===== src/rtl/axum_uart.sv =====
// axum_uart: memory-mapped 8N1 UART peripheral for the SoC data bus.
//
// Decodes addr[9:2] inside a 1 kB window. Outgoing bytes are queued in a
// TX FIFO and shifted out LSB first on uart_tx_o. Incoming bytes are caught
// in a one-byte holding register. A registered level interrupt is raised
// for TX-idle and/or RX-valid.
//
// Optional build macro: AXUM_UART_RX_EN builds the receive path (synchroniser,
// RX FSM, holding register). Without it, uart_rx_i is ignored and the RX
// status bits read as zero.
//
// Ports:
//   clk_i          system clock
//   rst_i          synchronous active-high reset
//   uart_req_i     bus request, one cycle per access
//   uart_we_i      1 = write
//   uart_be_i      byte enables
//   uart_addr_i    byte address (only [9:2] decoded)
//   uart_wdata_i   write data
//   uart_rvalid_o  response valid, one cycle after the request
//   uart_rdata_o   read data, valid with rvalid
//   uart_err_o     error response, valid with rvalid
//   uart_intr_o    level interrupt
//   uart_tx_o      serial out, idle high
//   uart_rx_i      serial in, asynchronous
module axum_uart #(
  parameter int          DataWidth    = 32,
  parameter int          AddressWidth = 32,
  parameter int          TxDepth      = 8,
  parameter logic [15:0] ClkDivReset  = 16'd434
) (
  input  logic                    clk_i,
  input  logic                    rst_i,
  input  logic                    uart_req_i,
  input  logic                    uart_we_i,
  input  logic [3:0]              uart_be_i,
  input  logic [AddressWidth-1:0] uart_addr_i,
  input  logic [DataWidth-1:0]    uart_wdata_i,
  output logic                    uart_rvalid_o,
  output logic [DataWidth-1:0]    uart_rdata_o,
  output logic                    uart_err_o,
  output logic                    uart_intr_o,
  output logic                    uart_tx_o,
  input  logic                    uart_rx_i
);

  localparam int             PtrW      = $clog2(TxDepth);
  localparam logic [PtrW:0]  FullCount = (PtrW + 1)'(TxDepth);

  localparam logic [7:0] RegTxData = 8'h00;
  localparam logic [7:0] RegRxData = 8'h01;
  localparam logic [7:0] RegStatus = 8'h02;
  localparam logic [7:0] RegDiv    = 8'h03;
  localparam logic [7:0] RegIe     = 8'h04;

  typedef enum logic [1:0] {TX_IDLE, TX_START, TX_DATA, TX_STOP} tx_state_t;

  // Bus decode
  logic [7:0] reg_sel;
  logic       bus_wr;
  logic       bus_rd;
  assign reg_sel = uart_addr_i[9:2];
  assign bus_wr  = uart_req_i & uart_we_i;
  assign bus_rd  = uart_req_i & ~uart_we_i;

  // Control registers
  logic [15:0] div_reg;
  logic [1:0]  ie_reg;
  logic [15:0] div_wr;

  // TX FIFO
  logic [7:0]      fifo_mem [TxDepth];
  logic [PtrW-1:0] wr_ptr_reg;
  logic [PtrW-1:0] rd_ptr_reg;
  logic [PtrW:0]   count_reg;
  logic            tx_full;
  logic            tx_empty;
  logic            tx_push;
  logic            tx_pop;

  // TX FSM
  tx_state_t   tx_state_reg;
  logic [15:0] tx_cnt_reg;
  logic [2:0]  tx_bit_reg;
  logic [7:0]  tx_shift_reg;
  logic        tx_line_reg;
  logic        tx_bit_end;
  logic        tx_busy;

  // RX-side status seen by the register file
  logic       rx_valid;
  logic       rx_overrun;
  logic       rx_frame_err;
  logic [7:0] rx_byte;

  // Bus response
  logic                 rvalid_reg;
  logic [DataWidth-1:0] rdata_reg;
  logic                 err_reg;
  logic [DataWidth-1:0] rdata_next;
  logic                 err_next;
  logic                 intr_reg;

  assign tx_full    = (count_reg == FullCount);
  assign tx_empty   = (count_reg == '0);
  assign tx_busy    = (tx_state_reg != TX_IDLE);
  assign tx_bit_end = (tx_cnt_reg == 16'd0);
  // Fullness is judged before any same-cycle pop, so a push to a full FIFO
  // is rejected even when a pop coincides.
  assign tx_push    = bus_wr & (reg_sel == RegTxData) & uart_be_i[0] & ~tx_full;
  // Head is consumed when a frame starts: from IDLE, or straight out of STOP.
  assign tx_pop     = ~tx_empty &
                      ((tx_state_reg == TX_IDLE) | ((tx_state_reg == TX_STOP) & tx_bit_end));

  // DIV write merge with per-byte enables; too-small divisors are clamped.
  always_comb begin
    div_wr = div_reg;
    if (uart_be_i[0]) div_wr[7:0]  = uart_wdata_i[7:0];
    if (uart_be_i[1]) div_wr[15:8] = uart_wdata_i[15:8];
    if (div_wr < 16'd4) div_wr = 16'd4;
  end

  always_ff @(posedge clk_i) begin
    if (rst_i) begin
      div_reg <= ClkDivReset;
      ie_reg  <= 2'b00;
    end else if (bus_wr) begin
      if (reg_sel == RegDiv) div_reg <= div_wr;
      if ((reg_sel == RegIe) && uart_be_i[0]) ie_reg <= uart_wdata_i[1:0];
    end
  end

  // FIFO storage has no reset; only the pointers and count are cleared.
  always_ff @(posedge clk_i) begin
    if (tx_push) fifo_mem[wr_ptr_reg] <= uart_wdata_i[7:0];
  end

  always_ff @(posedge clk_i) begin
    if (rst_i) begin
      wr_ptr_reg <= '0;
      rd_ptr_reg <= '0;
      count_reg  <= '0;
    end else begin
      if (tx_push) wr_ptr_reg <= wr_ptr_reg + 1'b1;
      if (tx_pop)  rd_ptr_reg <= rd_ptr_reg + 1'b1;
      case ({tx_push, tx_pop})
        2'b10:   count_reg <= count_reg + 1'b1;
        2'b01:   count_reg <= count_reg - 1'b1;
        default: count_reg <= count_reg;
      endcase
    end
  end

  // TX FSM. Every state lasts DIV clocks; the counter is reloaded from
  // div_reg only at bit boundaries so a DIV change never cuts a bit short.
  always_ff @(posedge clk_i) begin
    if (rst_i) begin
      tx_state_reg <= TX_IDLE;
      tx_cnt_reg   <= 16'd0;
      tx_bit_reg   <= 3'd0;
      tx_shift_reg <= 8'h00;
      tx_line_reg  <= 1'b1;
    end else begin
      case (tx_state_reg)
        TX_IDLE: begin
          if (!tx_empty) begin
            tx_state_reg <= TX_START;
            tx_shift_reg <= fifo_mem[rd_ptr_reg];
            tx_cnt_reg   <= div_reg - 16'd1;
            tx_line_reg  <= 1'b0;
          end
        end
        TX_START: begin
          if (tx_bit_end) begin
            tx_state_reg <= TX_DATA;
            tx_bit_reg   <= 3'd0;
            tx_line_reg  <= tx_shift_reg[0];
            tx_shift_reg <= {1'b0, tx_shift_reg[7:1]};
            tx_cnt_reg   <= div_reg - 16'd1;
          end else begin
            tx_cnt_reg <= tx_cnt_reg - 16'd1;
          end
        end
        TX_DATA: begin
          if (tx_bit_end) begin
            tx_cnt_reg <= div_reg - 16'd1;
            if (tx_bit_reg == 3'd7) begin
              tx_state_reg <= TX_STOP;
              tx_line_reg  <= 1'b1;
            end else begin
              tx_bit_reg   <= tx_bit_reg + 3'd1;
              tx_line_reg  <= tx_shift_reg[0];
              tx_shift_reg <= {1'b0, tx_shift_reg[7:1]};
            end
          end else begin
            tx_cnt_reg <= tx_cnt_reg - 16'd1;
          end
        end
        TX_STOP: begin
          if (tx_bit_end) begin
            if (!tx_empty) begin
              // Chain straight into the next frame with no idle gap.
              tx_state_reg <= TX_START;
              tx_shift_reg <= fifo_mem[rd_ptr_reg];
              tx_cnt_reg   <= div_reg - 16'd1;
              tx_line_reg  <= 1'b0;
            end else begin
              tx_state_reg <= TX_IDLE;
            end
          end else begin
            tx_cnt_reg <= tx_cnt_reg - 16'd1;
          end
        end
        default: begin
          tx_state_reg <= TX_IDLE;
          tx_line_reg  <= 1'b1;
        end
      endcase
    end
  end

`ifdef AXUM_UART_RX_EN
  typedef enum logic [1:0] {RX_IDLE, RX_START, RX_DATA, RX_STOP} rx_state_t;

  rx_state_t   rx_state_reg;
  logic        rx_sync1_reg;
  logic        rx_sync2_reg;
  logic        rx_prev_reg;
  logic [15:0] rx_cnt_reg;
  logic [2:0]  rx_bit_reg;
  logic [7:0]  rx_shift_reg;
  logic [7:0]  rx_byte_reg;
  logic        rx_valid_reg;
  logic        rx_overrun_reg;
  logic        rx_frame_err_reg;
  logic        rx_data_rd;
  logic        status_rd;

  assign rx_data_rd = bus_rd & (reg_sel == RegRxData);
  assign status_rd  = bus_rd & (reg_sel == RegStatus);

  // Clear-on-read is written first so that a same-cycle set or load,
  // written later in the block, takes priority.
  always_ff @(posedge clk_i) begin
    if (rst_i) begin
      rx_state_reg     <= RX_IDLE;
      rx_sync1_reg     <= 1'b1;
      rx_sync2_reg     <= 1'b1;
      rx_prev_reg      <= 1'b1;
      rx_cnt_reg       <= 16'd0;
      rx_bit_reg       <= 3'd0;
      rx_shift_reg     <= 8'h00;
      rx_byte_reg      <= 8'h00;
      rx_valid_reg     <= 1'b0;
      rx_overrun_reg   <= 1'b0;
      rx_frame_err_reg <= 1'b0;
    end else begin
      rx_sync1_reg <= uart_rx_i;
      rx_sync2_reg <= rx_sync1_reg;
      rx_prev_reg  <= rx_sync2_reg;
      if (rx_data_rd) rx_valid_reg <= 1'b0;
      if (status_rd) begin
        rx_overrun_reg   <= 1'b0;
        rx_frame_err_reg <= 1'b0;
      end
      case (rx_state_reg)
        RX_IDLE: begin
          if (rx_prev_reg && !rx_sync2_reg) begin
            rx_state_reg <= RX_START;
            rx_cnt_reg   <= (div_reg >> 1) - 16'd1;
          end
        end
        RX_START: begin
          if (rx_cnt_reg == 16'd0) begin
            if (rx_sync2_reg) begin
              rx_state_reg <= RX_IDLE;   // glitch, not a real start bit
            end else begin
              rx_state_reg <= RX_DATA;
              rx_bit_reg   <= 3'd0;
              rx_cnt_reg   <= div_reg - 16'd1;
            end
          end else begin
            rx_cnt_reg <= rx_cnt_reg - 16'd1;
          end
        end
        RX_DATA: begin
          if (rx_cnt_reg == 16'd0) begin
            rx_shift_reg <= {rx_sync2_reg, rx_shift_reg[7:1]};
            rx_cnt_reg   <= div_reg - 16'd1;
            if (rx_bit_reg == 3'd7) rx_state_reg <= RX_STOP;
            else rx_bit_reg <= rx_bit_reg + 3'd1;
          end else begin
            rx_cnt_reg <= rx_cnt_reg - 16'd1;
          end
        end
        RX_STOP: begin
          if (rx_cnt_reg == 16'd0) begin
            rx_state_reg <= RX_IDLE;
            if (!rx_sync2_reg) begin
              rx_frame_err_reg <= 1'b1;
            end else if (rx_valid_reg && !rx_data_rd) begin
              rx_overrun_reg <= 1'b1;
            end else begin
              // A read in this same cycle returns the old byte and frees
              // the slot, so the new byte loads without an overrun.
              rx_byte_reg  <= rx_shift_reg;
              rx_valid_reg <= 1'b1;
            end
          end else begin
            rx_cnt_reg <= rx_cnt_reg - 16'd1;
          end
        end
        default: rx_state_reg <= RX_IDLE;
      endcase
    end
  end

  assign rx_valid     = rx_valid_reg;
  assign rx_overrun   = rx_overrun_reg;
  assign rx_frame_err = rx_frame_err_reg;
  assign rx_byte      = rx_byte_reg;
`else
  logic unused_rx;
  assign unused_rx    = uart_rx_i;
  assign rx_valid     = 1'b0;
  assign rx_overrun   = 1'b0;
  assign rx_frame_err = 1'b0;
  assign rx_byte      = 8'h00;
`endif

  // Address bits outside the decoded window and unused data lanes.
  logic unused_bus;
  assign unused_bus = ^{uart_addr_i[AddressWidth-1:10], uart_addr_i[1:0],
                        uart_wdata_i[DataWidth-1:16], uart_be_i[3:2]};

  // Read mux and error decode. The byte field of RXDATA reads zero once the
  // holding register has been consumed.
  always_comb begin
    rdata_next = '0;
    err_next   = 1'b0;
    case (reg_sel)
      RegTxData: err_next   = uart_we_i & uart_be_i[0] & tx_full;
      RegRxData: rdata_next = {rx_valid, 23'b0, (rx_valid ? rx_byte : 8'h00)};
      RegStatus: rdata_next = {26'b0, rx_frame_err, rx_overrun, rx_valid,
                               tx_busy, tx_empty, tx_full};
      RegDiv:    rdata_next = {16'b0, div_reg};
      RegIe:     rdata_next = {30'b0, ie_reg};
      default:   err_next   = 1'b1;
    endcase
    if (uart_we_i) rdata_next = '0;
  end

  always_ff @(posedge clk_i) begin
    if (rst_i) begin
      rvalid_reg <= 1'b0;
      rdata_reg  <= '0;
      err_reg    <= 1'b0;
      intr_reg   <= 1'b0;
    end else begin
      rvalid_reg <= uart_req_i;
      rdata_reg  <= uart_req_i ? rdata_next : '0;
      err_reg    <= uart_req_i & err_next;
      intr_reg   <= (ie_reg[0] & tx_empty & ~tx_busy) | (ie_reg[1] & rx_valid);
    end
  end

  assign uart_rvalid_o = rvalid_reg;
  assign uart_rdata_o  = rdata_reg;
  assign uart_err_o    = err_reg;
  assign uart_intr_o   = intr_reg;
  assign uart_tx_o     = tx_line_reg;

endmodule

===== config.mk =====
export PLATFORM = sky130hd
export DESIGN_NAME = axum_uart
export DESIGN_NICKNAME = d
export VERILOG_FILES = /design/src/rtl/axum_uart.sv
export SDC_FILE = /design/constraint.sdc
export NUM_CORES = 1
export LEC_CHECK = 0
export CAP_MARGIN = 20
export CORE_ASPECT_RATIO = 1.4
export CORE_MARGIN = 3
export CORE_UTILIZATION = 50
export CTS_BUF_LIST = sky130_fd_sc_hd__clkbuf_4 sky130_fd_sc_hd__clkbuf_8
export DETAILED_ROUTE_END_ITERATION = 8
export DONT_BUFFER_PORTS = 1
export PLACE_DENSITY = 0.7
export SKIP_LAST_GASP = 1
export SLEW_MARGIN = 10
export SYNTH_ARGS = -nofsm -noshare
export SYNTH_HDL_FRONTEND = slang
export SYNTH_SLANG_ARGS = --single-unit

===== constraint.sdc =====
create_clock -name clk_i -period 7.1 [get_ports clk_i]
set_clock_uncertainty 0.15 [all_clocks]
set_input_delay 1.065 -clock clk_i [delete_from_list [all_inputs] [get_ports clk_i]]
set_output_delay 1.065 -clock clk_i [all_outputs]
set_load 0.005 [all_outputs]

**Yosys cells after proc, flatten, opt, wreduce, memory -nomap -nowiden**

Memories as Yosys holds them, arrays and structs flattened. A register that Yosys moved wholly into a read port is not among the register bits.
Cells that the tools add are included.

- Bits of input ports: 73
- Memory bits (writable): 64
- Memories: 1
- Output and inout port bits: 36
- Register bits: 93
- Word-level logic and storage cells: 110

- Multiplexer cells: 37
- Bitwise gates (word level): 16
- Reduce and logical (&&, ||, !) cells: 17
- Equality and inequality tests: 17
- Order comparisons: 1
- Add/subtract/negate cells: 7

Memory list:

| memory | words | width | rd ports | clocked after Yosys merged registers in | wr ports | RTL line | text |
|---|---|---|---|---|---|---|---|
| fifo_mem | 8 | 8 | 1 | 1 | 1 | 72 | `logic [7:0] fifo_mem [TxDepth];` |

Operators by type and width:

| cell | number |
|---|---|
| case mux 16 bit (3 select lines) | 2 |
| two-way mux 16 bit | 4 |
| two-way mux 8 bit | 7 |
| case mux 8 bit (4 select lines) | 1 |
| subtractor 16 x 1 -> 16 bit, second input constant | 2 |
| equality test 8 x 2 -> 1 bit, second input constant | 2 |
| logical NOT 16 bit | 1 |
| < comparator 16 x 3 -> 1 bit, second input constant | 1 |
| two-way mux 3 bit | 5 |
| != test 2 bit, second input constant | 6 |
| AND 1 bit | 11 |
| two-way mux 2 bit | 5 |
| adder 3 x 1 -> 3 bit, second input constant | 3 |
| equality test 8 x 1 -> 1 bit, second input constant | 1 |
| equality test 8 x 3 -> 1 bit, second input constant | 1 |
| logical NOT 8 bit | 1 |
| two-way mux 1 bit | 8 |
| case mux 2 bit (4 select lines) | 1 |
| case mux 4 bit (2 select lines) | 1 |
| AND reduction 4 bit | 2 |
| equality test 2 bit, second input constant | 3 |
| case mux 3 bit (2 select lines) | 1 |
| nonzero test 2 bit | 3 |
| AND reduction 5 bit | 1 |
| 17 further kinds | 22 |

**Logic depth before layout (Yosys ltp)**

Gate-level depths: netlist of the first run.

- Depth after elaboration: 6
- Depth in mapped cells: 14
- Mapped depth without buffers: 13

**Least setup slack after synthesis of the first run**

No wires, ideal clock.

- Path kind: input port to flip-flop
- From: in uart_addr_i[7]
- To: reg count_reg[2]
- Path slack: 3.423 ns
- Cell stages on the path: 10
- Library setup time: 0.070 ns
- Arrival: 3.456 ns
- Buffers on the path: 0
- Data required time: 6.880 ns
- Cells stage by stage: or4_1 nor3_1 nand4_1 ha_1 xor2_1 ha_1 a21oi_1 xor2_1 or3_1 a21oi_1

- Cells in the longest elaborated chain, start to end: 6
- Elaborated cells on any way between the ends: 8
- Those cells by class: 2 x eq/ne; 1 x mux; 3 x bitwise; 2 x reduce/logical

RTL lines:

| item | RTL line | text |
|---|---|---|
| from (decl) | 37 | `input logic [AddressWidth-1:0] uart_addr_i,` |
| logical NOT 8 bit * | 110 | `assign tx_push = bus_wr & (reg_sel == RegTxData) & uart_be_i[0] & ~tx_full;` |
| AND 1 bit * (3 in series) | 110 |  |
| equality test 2 x 1 -> 1 bit / equality test 2 bit (equally long branches) | 146 | `case ({tx_push, tx_pop})` |
| case mux 4 bit (2 select lines) / nonzero test 2 bit (equally long branches) | -- |  |
| to (signal assigned) | 147 | `2'b10: count_reg <= count_reg + 1'b1;` |
| to (signal assigned) | 148 | `2'b01: count_reg <= count_reg - 1'b1;` |
| to (signal assigned) | 149 | `default: count_reg <= count_reg;` |
| to (decl) | 75 | `logic [PtrW:0] count_reg;` |

Every way passes the cells marked *; elsewhere a longest branch is shown, timed or not.
A chain may end at the register's enable or synchronous reset.

**Worst setup path after layout of the first run**

- From: reg tx_cnt_reg[6]
- To: reg count_reg[2]

- Cells in the longest elaborated chain, start to end: 6
- Elaborated cells on any way between the ends: 8
- Those cells by class: 2 x eq/ne; 1 x mux; 3 x bitwise; 2 x reduce/logical

RTL lines:

| item | RTL line | text |
|---|---|---|
| from (decl) | 83 | `logic [15:0] tx_cnt_reg;` |
| from (signal assigned) | 169 | `tx_cnt_reg <= div_reg - 16'd1;` |
| from (signal assigned) | 179 | `tx_cnt_reg <= div_reg - 16'd1;` |
| from (signal assigned) | 181 | `tx_cnt_reg <= tx_cnt_reg - 16'd1;` |
| logical NOT 16 bit * | 107 | `assign tx_bit_end = (tx_cnt_reg == 16'd0);` |
| AND 1 bit * | 113 | `((tx_state_reg == TX_IDLE) \| ((tx_state_reg == TX_STOP) & tx_bit_end));` |
| bitwise OR 1 bit * | 113 |  |
| AND 1 bit * | 112 | `assign tx_pop = ~tx_empty &` |
| named net tx_pop | 79 | `logic tx_pop;` |
| equality test 2 x 1 -> 1 bit / equality test 2 bit (equally long branches) | 146 |  |
| case mux 4 bit (2 select lines) / nonzero test 2 bit (equally long branches) | -- |  |

The timed path passes the listed nets; every way through them passes the cells marked *.

==> metrics.md, run 1 <==
| Metric | Value |
|---|---|
| Crit path cell chain | `nor4_1, and4_1, a21oi_1, nor2_1, ha_1, xor2_1, ha_1, a21oi_1, xor2_1, or3_1, a21oi_1` |
| Worst path max stage delay | `0.88 ns` |
| Row count | `50` |
| Place WS | `around 3 ns` |
| Max clock buf depth | `2` |
| Die width | `~110 um` |
| Syn_area_per_cell | `10.5 um^2` |
| Placed insts | `slightly above 800` |
| Final instance area | `roughly 7400 um^2` |
| Synth Flop Type | `dfxtp_1` |
| Vias in the first global route | `about 5000` |
| Syn Inst Count | `658` |
| Setup TNS | `0 ns` |
| Top cells by area, synth | `edfxtp_1 28%, dfxtp_1 23%, mux4_2 5.2%` |
| Postcts setup bufs | `0` |
| Share of layout cells above drive strength 1 | `11.1%` |
| Nets | `~730` |
| Rel. slew slack | `~43%` |
| Die area | `around 15000 um^2` |
| Most common cell on crit path | `a21oi_1` |
| Chip height | `between 100 and 150 um` |
| RSZ-0062 raised after global routing | `false` |
| CP top delay family | `simple AND/OR/NAND/NOR gates` |
| #FFs+latches synth | `144` |
| Via Count | `just over 5000` |
| Worst hold path class | `reg2reg` |
| Critical path's slowest cell | `and4_1` |
| MaxCap Viol Count | `0` |
| Drt first pass iters | `8` |
| Dpl cell area | `roughly 7000 um^2` |
| Slew of the pin with the lowest slew margin | `between 0.8 and 0.9 ns` |
| Initial Utilization | `a little over 50%` |
| Syn Std Cell Area | `approximately 7000 um^2` |
| Fill count | `between 1000 and 1500` |
| Kind of end point of the critical path | `flop` |
| Sequential area share after synthesis | `50.8%` |
| FFs w/ async S/R, synth | `0%` |
| Largest register FFs | `64` |
| Clk root buf | `clkbuf_8` |
| Max Slew Vio Count | `0` |
| # DRC | `0` |
| H-tree Lvls | `4` |
| VDD IR max | `150 uV` |
| Antenna viol nets, final | `0` |
| Final setup vio count | `0` |
| Area delta synth->final | `6.82%` |
| Inserted Clock Buffers | `17` |
| IO buf count | `0` |
| Clock Latency Late Sink | `roughly 0.44 ns` |
| N_diodes | `0` |
| Hold_ws | `roughly 0.33 ns` |
| EDFF count, synth | `64` |
| Routed wire length | `15600 um` |
| HPWL after DPL | `approximately 11000 um` |
| Top cells by count, synth | `80 x dfxtp_1, 64 x edfxtp_1, 48 x nand2_1, 41 x a21oi_1, 40 x nor2_1` |
| Yosys warnings | `0` |
| GPL Wtd Cong | `0.863` |
| Critical Path Fanout Max | `25` |
| Largest net degree at the start of global routing | `a little under 50` |
| Min Tclk post-route | `3.98 ns` |
| PostCTS Resize Cnt | `0` |
| Fmax | `around 0.25 GHz` |
| Top reg by flops | `fifo_mem` |
| IO Pins | `~110` |
| Leak pwr | `approximately 0.0025 uW` |
| Global Route Usage Sum | `roughly 21%` |
| Period utilization | `a little under three fifths` |
| Routed wire per std cell | `18.5 um` |
| Top cell type's share of synthesized area | `around 28%` |
| Count leader, synth | `dfxtp_1` |
| Final hold violations | `0` |
| Final Non-Filler Cells | `about 840` |
| Synth area leader | `edfxtp_1` |
| Hold Buf Count CTS | `0` |
| Worst setup path class | `reg2reg` |
| Yosys cell types | `67` |
| Total clock sinks | `between 100 and 150` |
| CP Buf/Inv Count | `0` |
| Critical Path RT | `~7.3 ns` |
| Status | `complete, no violations` |
| First-iteration detailed-routing DRC count | `between 300 and 400` |
| Worst R2R Setup Slack | `~3.1 ns` |
| Clock slew at reported path FFs | `~0.10 ns` |
| Global-route wire length before repair | `roughly 25000 um` |
| CTS tree | `done` |
| Critical Path Start Type | `flop` |
| Pwr dens | `between 200 and 300 nW/um^2` |
| Antenna violations before repair | `0` |
| Core box area | `13500 um^2` |
| Routed vias/inst | `6.00` |
| Congestion Overflow GR | `0` |
| PnR worst setup slack | `between 3 and 4 ns` |
| CP arrival | `~4.2 ns` |
cell families after synthesis:
kind of cell | after synthesis | share of synthesized area [%]
other cells | 1 | 0.0540
flops | 144 | 50.8
xor+xnor | 22 | 2.78
simple gates | 226 | 17.4
buf+inv | 70 | 4.87
mux | 32 | 7.52
fa+ha+maj | 15 | 2.70
compound gates | 148 | 13.9
stage by stage:
stage	total power, uW	util, %
after floorplan	1200	-
after global placement	1250	51.9
after detailed placement	1270	52.0
after CTS	1900	55.0
after global routing	1980	55.1
final	1890	55.1
final cells by class:
cell class | count | area, um^2 | area share [%]
sequential | 144 | 3520 | 47.5
multi-input combinational | 459 | 3140 | 42.4
tap | 182 | 228 | 3.07
inverter | 15 | 56.3 | 0.760
clock buffer | 17 | 234 | 3.16
timing repair buffer | 9 | 65.1 | 0.878
clock inverter | 15 | 165 | 2.23
per-layer routing:
metal / track usage (%) / routed length [um] / up-vias
li1: - / - / 2420
met1: 21.7 / 5730 / 2442
met2: 38.9 / 8670 / 153
met3: 4.26 / 749 / 35
met4: 8.68 / 432 / 0
met5: 0 / 0 / -
tightest hold or removal path, cell delays in order (launching register included):
cell and delay [ns]:
dfxtp_1 0.33, o21ai_0 0.07, a21oi_1 0.06
final timing paths:
kind / depth (start not counted) / to / from
worst max-delay path: 11 / count_reg[2]$_SDFFE_PP0P_ / tx_cnt_reg[6]$_SDFF_PP0_
worst min-delay path: 2 / tx_bit_reg[1]$_SDFFE_PP0P_ / tx_bit_reg[1]$_SDFFE_PP0P_
worst max register to register: 11 / count_reg[2]$_SDFFE_PP0P_ / tx_cnt_reg[6]$_SDFF_PP0_
worst min register to register: 2 / tx_bit_reg[1]$_SDFFE_PP0P_ / tx_bit_reg[1]$_SDFFE_PP0P_
cell usage in the layout (no fill, tap or decap), types with 8 or more instances in the layout:
master / count
a22o_1: 8
a21oi_1: 41
dfxtp_1: 80
mux2i_1: 15
nand2b_1: 10
or4_1: 10
nor2_1: 40
edfxtp_1: 64
o21ai_0: 37
ha_1: 15
mux4_2: 16
nor4_1: 16
nand2_1: 48
xnor2_1: 10
xor2_1: 12
clkbuf_8: 17
nand3_1: 17
inv_8: 8
conb_1: 16
inv_1: 15
nor3_1: 24
and2_1: 14
where the power goes:
part	internal, uW	switching (uW)	total, uW
registers	884	19.0	903
clock network	269	368	637
logic	119	234	353
total	1270	621	1890
No activity file was read; power rests on OpenSTA's default activity.
==> run 2, diff against run 1 <==
- ABC_AREA: default -> 1
- clock period: 7.1 -> 3.74 ns (I/O delays scaled with it)
==> metrics.md, run 2 <==
| Metric | Value |
|---|---|
| Worst R2R Setup Slack | `0.81 ns (was 3.12 ns)` |
| Top cell type's share of synthesized area | `25.5% (was 27.7%)` |
| # DRC | `0 (unchanged)` |
| RSZ-0062 raised after global routing | `false (unchanged)` |
| Reg2Reg Launch Point | `tx_cnt_reg[0]$_SDFF_PP0_ (was tx_cnt_reg[6]$_SDFF_PP0_)` |
| Vias in the first global route | `6058 (was 5028)` |
| Nets | `1073 (was 734)` |
| IO Pins | `109 (unchanged)` |
| Worst setup path class | `reg2reg (unchanged)` |
| FF-to-FF End | `count_reg[2]$_SDFFE_PP0P_ (unchanged)` |
| Routed vias/inst | `5.29 (was 6.00)` |
| CP top delay family | `simple AND/OR/NAND/NOR gates (unchanged)` |
| Worst path max stage delay | `0.31 ns (was 0.88 ns)` |
| Max clock buf depth | `2 (unchanged)` |
| Clock Latency Late Sink | `0.45 ns (was 0.44 ns)` |
| Synth area leader | `edfxtp_1 (unchanged)` |
| Routed wire per std cell | `15.4 um (was 18.5 um)` |
| Global Route Usage Sum | `23.5% (was 20.5%)` |
| Hold Buf Count CTS | `0 (unchanged)` |
| Status | `complete, no violations (unchanged)` |
| R2r worst-path depth | `16 (was 11)` |
| H-tree Lvls | `4 (unchanged)` |
| Period utilization | `78.3% (was 56.0%)` |
| Hold_ws | `0.0253 ns (was 0.334 ns)` |
| Hold path depth | `1 (was 2)` |
| Kind of end point of the critical path | `flop (unchanged)` |
| Die area | `16600 um^2 (was 15300 um^2)` |
| CP arrival | `3.11 ns (was 4.20 ns)` |
| Core box area | `14600 um^2 (was 13500 um^2)` |
| Initial Utilization | `51.6% (about the same)` |
| Crit path cell chain | `inv_1, ha_1, inv_1, nor2_1, nand2_1, nor2_4, nand3_2, a21oi_4, ha_1, nor2_1, nor2_1, ha_1, a21oi_1, xor2_1, o21ai_0, inv_1 (was nor4_1, and4_1, a21oi_1, nor2_1, ha_1, xor2_1, ha_1, a21oi_1, xor2_1, or3_1, a21oi_1)` |
| Total clock sinks | `144 (unchanged)` |
| Rel. slew slack | `42.2% (was 42.8%)` |
| Most frequent cells in the layout | `278 x nand2_1, 105 x inv_1, 98 x nand3_1 (was 80 x dfxtp_1, 64 x edfxtp_1, 48 x nand2_1)` |
| First-iteration detailed-routing DRC count | `366 (was 314)` |
| EDFF count, synth | `64 (unchanged)` |
| Pwr dens | `680 nW/um^2 (was 255 nW/um^2)` |
| Top reg by flops | `fifo_mem (unchanged)` |
| Min Tclk post-route | `2.93 ns (was 3.98 ns)` |
| Sequential area share after synthesis | `46.8% (was 50.8%)` |
| Die width | `110 um (was 106 um)` |
| Max Slew Vio Count | `0 (unchanged)` |
| PostCTS Resize Cnt | `0 (unchanged)` |
| N_diodes | `0 (unchanged)` |
| HPWL after DPL | `13000 um (was 11200 um)` |
| PnR worst setup slack | `0.813 ns (was 3.12 ns)` |
| Synth Flop Type | `dfxtp_1 (unchanged)` |
| Antenna viol nets, final | `0 (unchanged)` |
| Global-route wire length before repair | `29800 um (was 25300 um)` |
| FFs w/ async S/R, synth | `0% (unchanged)` |
| Syn Inst Count | `988 (was 658)` |
| Postcts setup bufs | `0 (unchanged)` |
| Routed wire length | `18300 um (was 15600 um)` |
| Count leader, synth | `nand2_1 (was dfxtp_1)` |
| VDD IR max | `328 uV (was 150 uV)` |
| Fmax | `0.342 GHz (was 0.251 GHz)` |
| Setup TNS | `0 ns (unchanged)` |
| Top cells by area, synth | `edfxtp_1 26%, dfxtp_1 21%, nand2_1 14% (was edfxtp_1 28%, dfxtp_1 23%, mux4_2 5.2%)` |
| Final setup vio count | `0 (unchanged)` |
| Place WS | `0.846 ns (was 3.07 ns)` |
| Syn_area_per_cell | `7.62 um^2 (was 10.5 um^2)` |
| Row count | `52 (was 50)` |
| Yosys warnings | `0 (unchanged)` |
| Critical Path Start Type | `flop (unchanged)` |
| Chip height | `151 um (was 145 um)` |
| Via Count | `6285 (was 5050)` |
| Dpl cell area | `7620 um^2 (was 7000 um^2)` |
| Drt first pass iters | `6 (was 8)` |
| Syn Std Cell Area | `7520 um^2 (was 6940 um^2)` |
| Antenna violations before repair | `0 (unchanged)` |
| Critical Path RT | `3.92 ns (was 7.32 ns)` |
| Fill count | `1391 (was 1155)` |
| Leak pwr | `0.00345 uW (was 0.00249 uW)` |
| Most common cell after layout, fill and taps aside | `nand2_1 (was dfxtp_1)` |
| Top cells by count, synth | `278 x nand2_1, 105 x inv_1, 98 x nand3_1, 93 x nor2_1, 80 x dfxtp_1 (was 80 x dfxtp_1, 64 x edfxtp_1, 48 x nand2_1, 41 x a21oi_1, 40 x nor2_1)` |
| CP Buf/Inv Count | `3 (was 0)` |
| CTS tree | `done (unchanged)` |
| Inserted Clock Buffers | `17 (unchanged)` |
| Final hold violations | `0 (unchanged)` |
| GPL Wtd Cong | `0.916 (was 0.863)` |
| MaxCap Viol Count | `0 (unchanged)` |
| Clock slew at reported path FFs | `0.10 ns (about the same)` |
| Final instance area | `8080 um^2 (was 7410 um^2)` |
| Critical path's slowest cell | `dfxtp_1 (was and4_1)` |
| Slew of the pin with the lowest slew margin | `0.864 ns (was 0.858 ns)` |
| Hold path endpoint | `tx_cnt_reg[12]$_SDFF_PP0_ (was tx_bit_reg[1]$_SDFFE_PP0P_)` |
| Largest net degree at the start of global routing | `34 (was 49)` |
| Critical Path Fanout Max | `8 (was 25)` |
| Area delta synth->final | `7.35% (was 6.82%)` |
| Worst hold path class | `in2reg (was reg2reg)` |
| Worst hold start | `rst_i (was tx_bit_reg[1]$_SDFFE_PP0P_)` |
| Yosys cell types | `43 (was 67)` |
| #FFs+latches synth | `144 (unchanged)` |
| Clk root buf | `clkbuf_8 (unchanged)` |
| IO buf count | `0 (unchanged)` |
| Largest register FFs | `64 (unchanged)` |
| Share of layout cells above drive strength 1 | `7.72% (was 11.1%)` |
| Congestion Overflow GR | `0 (unchanged)` |
[run 2: routing by layer]
layer	global-route usage [%]	share of wire, %
met5	0	0
met4	12.7	4.0
met3	4.14	5.4
met2	42.9	53
met1	25.3	37
[run 2: how the worst max path moves through the flow]
| stage | from | endpoint | slack, ns | cells after the start |
|---|---|---|---|---|
| after CTS | tx_cnt_reg[0]$_SDFF_PP0_ | count_reg[2]$_SDFFE_PP0P_ | 0.81 | 16 |
| after global routing | tx_cnt_reg[0]$_SDFF_PP0_ | count_reg[3]$_SDFFE_PP0P_ | 0.48 | 16 |
| final | tx_cnt_reg[0]$_SDFF_PP0_ | count_reg[2]$_SDFFE_PP0P_ | 0.81 | 16 |
| after global placement | tx_cnt_reg[0]$_SDFF_PP0_ | count_reg[2]$_SDFFE_PP0P_ | 0.95 | 16 |
| after floorplan | uart_addr_i[9] | count_reg[2]$_SDFFE_PP0P_ | 1.21 | 15 |
| after detailed placement | tx_cnt_reg[0]$_SDFF_PP0_ | count_reg[2]$_SDFFE_PP0P_ | 0.85 | 16 |
[run 2: logic make-up after synthesis]
kind of cell / share of synthesized area (%)
AND/OR/NAND/NOR: 30.3
buffers and inverters: 9.05
flip-flops: 46.8
AO/OA/AOI/OAI: 9.56
XOR/XNOR: 1.75
adder cells (fa/ha/maj): 2.49
other: 0.0498
[run 2: power breakdown]
| part | switching [uW] | internal (uW) | leakage, uW |
|---|---|---|---|
| clock network | 639 | 710 | 0.000220 |
| registers | 114 | 1780 | 0.00123 |
| logic | 1520 | 720 | 0.00201 |
[run 2: cell type report]
cell class / instances / area (um^2) / share of cell area, %
clock buffer: 19 / 262 / 3.24
clock inverter: 13 / 173 / 2.14
inverter: 111 / 419 / 5.19
multi-input combinational: 702 / 3380 / 41.8
sequential: 144 / 3520 / 43.6
tap: 189 / 236 / 2.93
timing repair buffer: 9 / 87.6 / 1.08
[run 2: worst register-to-register path, delay by kind of cell (launching register included)]
kind | cells | cell delay [ns]
and+or+nand+nor | 6 | 0.73
adders and majority gates | 3 | 0.71
xor gates and xnor gates | 1 | 0.17
AOI/OAI and AO/OA | 3 | 0.51
DFF | 1 | 0.31
buffers and inverters | 3 | 0.25
[run 2: metrics by stage]
step,utilization (%),total power [uW],cells
after floorplan,-,3670,1003
after global placement,52.3,4120,1154
after detailed placement,52.3,4160,1154
after CTS,55.2,5500,1186
after global routing,55.4,5930,1187
final,55.4,5490,1187
